<file path="src/rtl/regfile_writeback_if.sv">
// regfile_writeback_if: producer-to-writeback result handshake (valid/ready with destination and data)
interface regfile_writeback_if #(
  parameter int ADDRSIZE = 5,
  parameter int WORDSIZE = 64
);
  logic                valid;
  logic                ready;
  logic [ADDRSIZE-1:0] rd;
  logic [WORDSIZE-1:0] data;
  modport master(output valid, rd, data, input ready);
  modport slave(input valid, rd, data, output ready);
endinterface

</file>
<file path="src/rtl/regfile_writeback.sv">
// regfile_writeback: two-producer writeback arbiter with per-register busy scoreboard
module regfile_writeback #(
  parameter int ADDRSIZE = 5,
  parameter int WORDSIZE = 64
) (
  input  logic                clk,
  input  logic                rst,
  regfile_writeback_if.slave  alu,
  regfile_writeback_if.slave  ld,
  input  logic                iss_valid,
  input  logic [ADDRSIZE-1:0] iss_rd,
  input  logic [ADDRSIZE-1:0] q_rs1,
  input  logic [ADDRSIZE-1:0] q_rs2,
  output logic                rs1_busy,
  output logic                rs2_busy,
  output logic                regwr,
  output logic [ADDRSIZE-1:0] rd,
  output logic [WORDSIZE-1:0] rddata
);
  localparam int NREG = 1 << ADDRSIZE;
  typedef enum logic {LAST_ALU, LAST_LD} last_t;
  logic                a_v_q, a_v_d, l_v_q, l_v_d, regwr_q, regwr_d;
  logic [ADDRSIZE-1:0] a_rd_q, a_rd_d, l_rd_q, l_rd_d, rd_q, rd_d, g_rd;
  logic [WORDSIZE-1:0] a_data_q, a_data_d, l_data_q, l_data_d, rddata_q, rddata_d, g_data;
  logic [NREG-1:0]     busy_q, busy_d;
  last_t               last_q, last_d;
  logic                gnt_a, gnt_l, a_rdy, l_rdy, a_xfer, l_xfer;
  assign alu.ready = a_rdy;
  assign ld.ready  = l_rdy;
  assign rs1_busy  = busy_q[q_rs1];
  assign rs2_busy  = busy_q[q_rs2];
  assign regwr     = regwr_q;
  assign rd        = rd_q;
  assign rddata    = rddata_q;
  always_comb begin
    gnt_a    = a_v_q && (!l_v_q || last_q == LAST_LD);
    gnt_l    = l_v_q && (!a_v_q || last_q == LAST_ALU);
    a_rdy    = !a_v_q || gnt_a;
    l_rdy    = !l_v_q || gnt_l;
    a_xfer   = alu.valid && a_rdy;
    l_xfer   = ld.valid && l_rdy;
    g_rd     = gnt_a ? a_rd_q : l_rd_q;
    g_data   = gnt_a ? a_data_q : l_data_q;
    a_v_d    = a_xfer || (a_v_q && !gnt_a);
    a_rd_d   = a_xfer ? alu.rd : a_rd_q;
    a_data_d = a_xfer ? alu.data : a_data_q;
    l_v_d    = l_xfer || (l_v_q && !gnt_l);
    l_rd_d   = l_xfer ? ld.rd : l_rd_q;
    l_data_d = l_xfer ? ld.data : l_data_q;
    // x0 grants drain the entry but never raise the write strobe
    regwr_d  = (gnt_a || gnt_l) && g_rd != '0;
    rd_d     = (gnt_a || gnt_l) ? g_rd : rd_q;
    rddata_d = (gnt_a || gnt_l) ? g_data : rddata_q;
    last_d   = (a_v_q && l_v_q) ? (gnt_a ? LAST_ALU : LAST_LD) : last_q;
    busy_d   = busy_q;
    if (regwr_d) busy_d[g_rd] = 1'b0;
    if (iss_valid) busy_d[iss_rd] = 1'b1;
    busy_d[0] = 1'b0;
  end
  always_ff @(posedge clk or negedge rst) begin
    if (!rst) begin
      a_v_q    <= 1'b0;
      a_rd_q   <= '0;
      a_data_q <= '0;
      l_v_q    <= 1'b0;
      l_rd_q   <= '0;
      l_data_q <= '0;
      regwr_q  <= 1'b0;
      rd_q     <= '0;
      rddata_q <= '0;
      busy_q   <= '0;
      last_q   <= LAST_ALU;
    end else begin
      a_v_q    <= a_v_d;
      a_rd_q   <= a_rd_d;
      a_data_q <= a_data_d;
      l_v_q    <= l_v_d;
      l_rd_q   <= l_rd_d;
      l_data_q <= l_data_d;
      regwr_q  <= regwr_d;
      rd_q     <= rd_d;
      rddata_q <= rddata_d;
      busy_q   <= busy_d;
      last_q   <= last_d;
    end
  end
endmodule

</file>
<file path="src/flat_wrapper.sv">
// flat-port wrapper written by rule: the top's interface ports become plain ports
module regfile_writeback_flat 
#(
  parameter int ADDRSIZE = 5,
  parameter int WORDSIZE = 64
)
  (clk, rst, iss_valid, iss_rd, q_rs1, q_rs2, rs1_busy, rs2_busy, regwr, rd, rddata, alu_valid, alu_rd, alu_data, alu_ready, ld_valid, ld_rd, ld_data, ld_ready);
  regfile_writeback_if #(.ADDRSIZE(ADDRSIZE), .WORDSIZE(WORDSIZE)) alu_i ();
  regfile_writeback_if #(.ADDRSIZE(ADDRSIZE), .WORDSIZE(WORDSIZE)) ld_i ();
  input  logic clk;
  input  logic rst;
  input  logic iss_valid;
  input  logic [ADDRSIZE-1:0] iss_rd;
  input  logic [ADDRSIZE-1:0] q_rs1;
  input  logic [ADDRSIZE-1:0] q_rs2;
  output logic rs1_busy;
  output logic rs2_busy;
  output logic regwr;
  output logic [ADDRSIZE-1:0] rd;
  output logic [WORDSIZE-1:0] rddata;
  input wire logic [$bits(alu_i.valid)-1:0] alu_valid;
  input wire logic [$bits(alu_i.rd)-1:0] alu_rd;
  input wire logic [$bits(alu_i.data)-1:0] alu_data;
  output wire logic [$bits(alu_i.ready)-1:0] alu_ready;
  input wire logic [$bits(ld_i.valid)-1:0] ld_valid;
  input wire logic [$bits(ld_i.rd)-1:0] ld_rd;
  input wire logic [$bits(ld_i.data)-1:0] ld_data;
  output wire logic [$bits(ld_i.ready)-1:0] ld_ready;
  assign alu_i.valid = alu_valid;
  assign alu_i.rd = alu_rd;
  assign alu_i.data = alu_data;
  assign alu_ready = alu_i.ready;
  assign ld_i.valid = ld_valid;
  assign ld_i.rd = ld_rd;
  assign ld_i.data = ld_data;
  assign ld_ready = ld_i.ready;
  regfile_writeback #(.ADDRSIZE(ADDRSIZE), .WORDSIZE(WORDSIZE)) u_core (.clk(clk), .rst(rst), .alu(alu_i), .ld(ld_i), .iss_valid(iss_valid), .iss_rd(iss_rd), .q_rs1(q_rs1), .q_rs2(q_rs2), .rs1_busy(rs1_busy), .rs2_busy(rs2_busy), .regwr(regwr), .rd(rd), .rddata(rddata));
endmodule
</file>
<file path="config.mk">
export PLATFORM = sky130hd
export DESIGN_NAME = regfile_writeback_flat
export DESIGN_NICKNAME = d
export VERILOG_FILES = /design/src/rtl/regfile_writeback_if.sv /design/src/rtl/regfile_writeback.sv /design/src/flat_wrapper.sv
export SDC_FILE = /design/constraint.sdc
export NUM_CORES = 1
export LEC_CHECK = 0
export ABC_AREA = 1
export CORE_MARGIN = 8
export CORE_UTILIZATION = 35
export CTS_BUF_LIST = sky130_fd_sc_hd__clkbuf_4
export CTS_CLUSTER_SIZE = 24
export DETAILED_ROUTE_END_ITERATION = 6
export PLACE_DENSITY = 0.57
export SLEW_MARGIN = 10
export SYNTH_ARGS = -nofsm -noshare
export SYNTH_HDL_FRONTEND = slang
export SYNTH_SLANG_ARGS = --single-unit
export TNS_END_PERCENT = 10
</file>
<file path="constraint.sdc">
create_clock -name clk -period 3.2 [get_ports clk]
set_clock_uncertainty 0.2 [all_clocks]
set_input_delay 0.48 -clock clk [delete_from_list [all_inputs] [get_ports clk]]
set_output_delay 0.48 -clock clk [all_outputs]
set_load 0.01 [all_outputs]
</file>
==> impl_table.tex, run 1 <==
\begin{tabular}{lr}
\hline
Metric & Value \\
\hline
\multicolumn{2}{l}{\textbf{Route}} \\
Antenna-violating nets left & 0 \\
Routed via count & 9079 \\
Mean routed wirelength per cell & roughly 17 microns \\
Remaining design rule violation count & 0 \\
DRT Pass-1 Iters & 5 \\
Initial detailed-routing violation count & 495 \\
Detailed Route WL & 32300 microns \\
Via-per-instance ratio & about 4.7 \\
\multicolumn{2}{l}{\textbf{Critical path}} \\
Flop-to-flop setup slack & 0.66 ns \\
Reg2Reg Depth & 12 \\
Worst setup startpoint & q\_rs2[1] \\
Worst Setup Start Kind & input pin \\
Critical path required time & between 2 and 3 ns \\
Crit path kind & input pin to primary output \\
Endpoint of the lowest-slack register-to-register path & u\_core.busy\_q[31]\$\_DFF\_PN0\_ \\
Termination of the worst setup path & rs2\_busy \\
R2r startpoint & u\_core.last\_q\$\_DFFE\_PN0P\_ \\
Type of element capturing the critical path & primary output \\
Crit path DAT & roughly 2.4 ns \\
Critical Path Fanout Max & 9 \\
\multicolumn{2}{l}{\textbf{Timing}} \\
Number of endpoints with negative hold slack in the final report & 0 \\
Fmax & 326 MHz \\
Worst slew slack as a fraction of its limit & 0.486 \\
Total negative setup slack & 0 ns \\
Crit path time final & just over 3 ns \\
Slew of the pin with the lowest slew margin & between 0.7 and 0.8 ns \\
Slew Limit Fails & 0 \\
Number of setup violations in the final report & 0 \\
Fraction of the cycle the final worst path needs & 0.958 \\
Setup repair after global routing missed its margin & no \\
\multicolumn{2}{l}{\textbf{CTS}} \\
Buffer cell driving the clock tree root & sky130\_fd\_sc\_hd\_\_clkbuf\_4 \\
Count of clock tree sinks & about 240 \\
Clock tree from TritonCTS & done \\
Maximum buffer depth of the clock tree & 3 \\
Deepest level of the CTS H-tree & 3 \\
Clock latency at the later pin of the worst-skew pair & approximately 0.66 ns \\
Number of buffers created by CTS & 70 \\
Post-CTS Setup Bufs & 0 \\
Clock transition time at the flip-flop clock pins of the worst setup and hold paths & 0.07 ns \\
\multicolumn{2}{l}{\textbf{Global route}} \\
Global-route wire length before repair & $\sim$52000 microns \\
GRT Total Usage & 0.177 \\
Maximum number of pins on one net before global-route repair & slightly above 70 \\
GR Overflow Total & 0 \\
Via count of the first global-routing pass & $\sim$9400 \\
Number of antenna violations at the first check in global routing & 7 \\
\multicolumn{2}{l}{\textbf{Power}} \\
Leakage & between 6 and 7 nW \\
Total power after layout & $\sim$0.012 W \\
Power per standard cell area & between 800 and 900 mW/mm\^{}2 \\
Peak VDD IR & between 0.3 and 0.4 mV \\
\multicolumn{2}{l}{\textbf{Cells and area}} \\
Number of nets in the finished design & $\sim$1600 \\
Commonest cells after routing, fill and taps aside & sky130\_fd\_sc\_hd\_\_nand2\_1 (300), sky130\_fd\_sc\_hd\_\_dfrtp\_1 (242), sky130\_fd\_sc\_hd\_\_clkdlybuf4s50\_1 (230) \\
Area growth syn-to-layout & 33.7\% \\
Multi-input combinational cell area & between 0.004 and 0.005 sq mm \\
Ratio of cells with drive above 1 in the final layout & 0.168 \\
\# fillers & 2979 \\
FF/Latch Area & slightly above 0.006 sq mm \\
Most common cell after layout, fill and taps aside & sky130\_fd\_sc\_hd\_\_nand2\_1 \\
\multicolumn{2}{l}{\textbf{Synth}} \\
Number of distinct library cells after synthesis & 28 \\
Number of nets in the synthesized netlist & approximately 1400 \\
Proportion of synthesized flip-flops having asynchronous set or reset & 1.00 \\
Seq/Total Area, Yosys & 0.553 \\
Dominant register cell in the synthesized netlist & sky130\_fd\_sc\_hd\_\_dfrtp\_1 \\
Number of register bits inferred by synthesis & between 200 and 250 \\
Average footprint of a synthesized cell & 9.14 sq um \\
Mapped Cells & about 1200 \\
Post-synth EDFFs & 0 \\
Synthesized area & between 0.01 and 0.015 sq mm \\
Warning count from the yosys run & 0 \\
\multicolumn{2}{l}{\textbf{Status}} \\
Result of the run & finished, final reports clean \\
\multicolumn{2}{l}{\textbf{Floorplan}} \\
Die outline height & 193 microns \\
Die X-Extent & about 190 microns \\
Total Die Area & about 0.037 sq mm \\
I/O Pins & 232 \\
Row count & 64 \\
Core box area & $\sim$0.031 sq mm \\
Initial cell density of the core & 0.357 \\
\multicolumn{2}{l}{\textbf{Placed design}} \\
Detailed placer's ending HPWL & around 23000 microns \\
Total of buffers placed on input and output ports & 231 \\
Placer Congestion & 0.857 \\
\multicolumn{2}{l}{\textbf{Min path}} \\
Type of the most critical hold path & input pin to asynchronous set/reset pin \\
\multicolumn{2}{l}{\textbf{Flow run}} \\
Max-capacitance violation count & 0 \\
\hline
\end{tabular}
==> timing repair <==
| action | in CTS | in global routing |
|---|---|---|
| hold buffers | 1 | 0 |
| setup endpoints to repair | 0 | 1 |
| hold endpoints to repair | 88 | 0 |
| gates resized for setup | 0 | 1 |
==> layer usage <==
layer / global-route usage / vias to the layer above / share of wire
met5: 0 / - / 0.0018
met4: 0.0670 / 10 / 0.022
met3: 0.0618 / 74 / 0.077
met2: 0.286 / 255 / 0.48
met1: 0.215 / 4258 / 0.42
li1: - / 4482 / -
==> kinds of logic (layout without fill, tap and decap cells) <==
family	after synthesis	in the layout	synth area share
mux	77	77	0.0792
buf+inv	153	469	0.0626
other cells	0	3	0
compound gates	211	211	0.0992
flops	242	242	0.553
simple gates	514	514	0.206
==> area by class of cell <==
cell class | count | area share
antenna | 3 | 0.000513
clock buffer | 103 | 0.0528
clock inverter | 21 | 0.0115
inverter | 89 | 0.0237
multi-input combinational | 802 | 0.288
sequential | 242 | 0.414
tap | 396 | 0.0339
timing repair buffer | 256 | 0.176
==> sequential cells by signal, indices dropped and copies added, names as in the netlist <==
name             flops
u_core.regwr         1
u_core.rddata       64
u_core.rd            5
u_core.busy_q       31
u_core.a_rd_q        5
u_core.last_q        1
u_core.a_v_q         1
u_core.l_v_q         1
u_core.l_data_q     64
u_core.l_rd_q        5
u_core.a_data_q     64
==> worst max-delay path, cell delays in order <==
cell                              delay, ns
sky130_fd_sc_hd__clkdlybuf4s50_1       0.48
sky130_fd_sc_hd__clkinv_1              0.25
sky130_fd_sc_hd__a21oi_1               0.20
sky130_fd_sc_hd__o21ai_0               0.11
sky130_fd_sc_hd__nand3_1               0.08
sky130_fd_sc_hd__nand3_1               0.07
sky130_fd_sc_hd__nand2_1               0.06
sky130_fd_sc_hd__nand2_1               0.04
sky130_fd_sc_hd__nand2_1               0.08
sky130_fd_sc_hd__clkdlybuf4s50_1       0.54
==> cell usage after synthesis (2+ instances only) <==
library cell,number,area (sq um)
sky130_fd_sc_hd__buf_8,2,30.0
sky130_fd_sc_hd__clkinv_1,4,15.0
sky130_fd_sc_hd__nand3_2,20,200
sky130_fd_sc_hd__mux2_2,77,867
sky130_fd_sc_hd__dfrtp_1,242,6060
sky130_fd_sc_hd__clkbuf_1,21,78.8
sky130_fd_sc_hd__nor2_1,99,372
sky130_fd_sc_hd__inv_2,2,7.51
sky130_fd_sc_hd__o31ai_1,8,60.1
sky130_fd_sc_hd__o21ai_0,123,616
sky130_fd_sc_hd__nand2_4,8,90.1
sky130_fd_sc_hd__buf_4,9,67.6
sky130_fd_sc_hd__nor3_1,11,55.1
sky130_fd_sc_hd__buf_2,30,150
sky130_fd_sc_hd__nand2_1,302,1130
sky130_fd_sc_hd__inv_1,81,304
sky130_fd_sc_hd__nand2_2,4,25.0
sky130_fd_sc_hd__a21oi_1,76,380
sky130_fd_sc_hd__nand3_1,66,330
sky130_fd_sc_hd__o211ai_1,4,30.0
==> report_power, final <==
part / switching, W / internal, W / leakage (nW)
Sequential: 0.000718 / 0.00418 / 2.76
Combinational: 0.00234 / 0.00197 / 3.28
Clock: 0.00134 / 0.00172 / 0.550
Total: 0.00439 / 0.00787 / 6.59
==> stage by stage <==
step	cells	setup WS (ns)	hold WS, ns	util	area [sq um]
2_1_floorplan	1197	1.06	-0.0156	-	10900
3_3_place_gp	1784	0.164	0.260	0.446	13700
3_5_place_dp	1784	0.133	0.260	0.446	13700
4_1_cts	1909	0.125	0.0775	0.477	14600
5_1_grt	1911	0.0117	0.132	0.477	14600
6_report	1912	0.134	0.155	0.477	14600
==> worst min path at each step <==
stage / end / slack [ns] / start / cells after the start
2_1_floorplan: u_core.a_data_q[0]$_DFFE_PN0P_ / -0.02 / rst / 0
3_3_place_gp: u_core.rddata[23]$_DFFE_PN0P_ / 0.26 / rst / 1
3_5_place_dp: u_core.rddata[23]$_DFFE_PN0P_ / 0.26 / rst / 1
4_1_cts: u_core.rddata[12]$_DFFE_PN0P_ / 0.08 / rst / 2
5_1_grt: u_core.l_data_q[50]$_DFFE_PN0P_ / 0.13 / ld_data[50] / 3
6_report: u_core.rddata[12]$_DFFE_PN0P_ / 0.15 / rst / 2
Note: power is estimated with default switching activity, not from simulation.
==> inputs of run 2 (changes only) <==
--- a/config.mk
+++ b/config.mk
@@ -6,6 +6,7 @@
 export NUM_CORES = 1
 export LEC_CHECK = 0
 export ABC_AREA = 1
+export ABC_CLOCK_PERIOD_IN_PS = 3200
 export CORE_MARGIN = 8
 export CORE_UTILIZATION = 35
 export CTS_BUF_LIST = sky130_fd_sc_hd__clkbuf_4
==> results of run 2 <==
Final layout, timing and power as in run 1 (identical DEF).
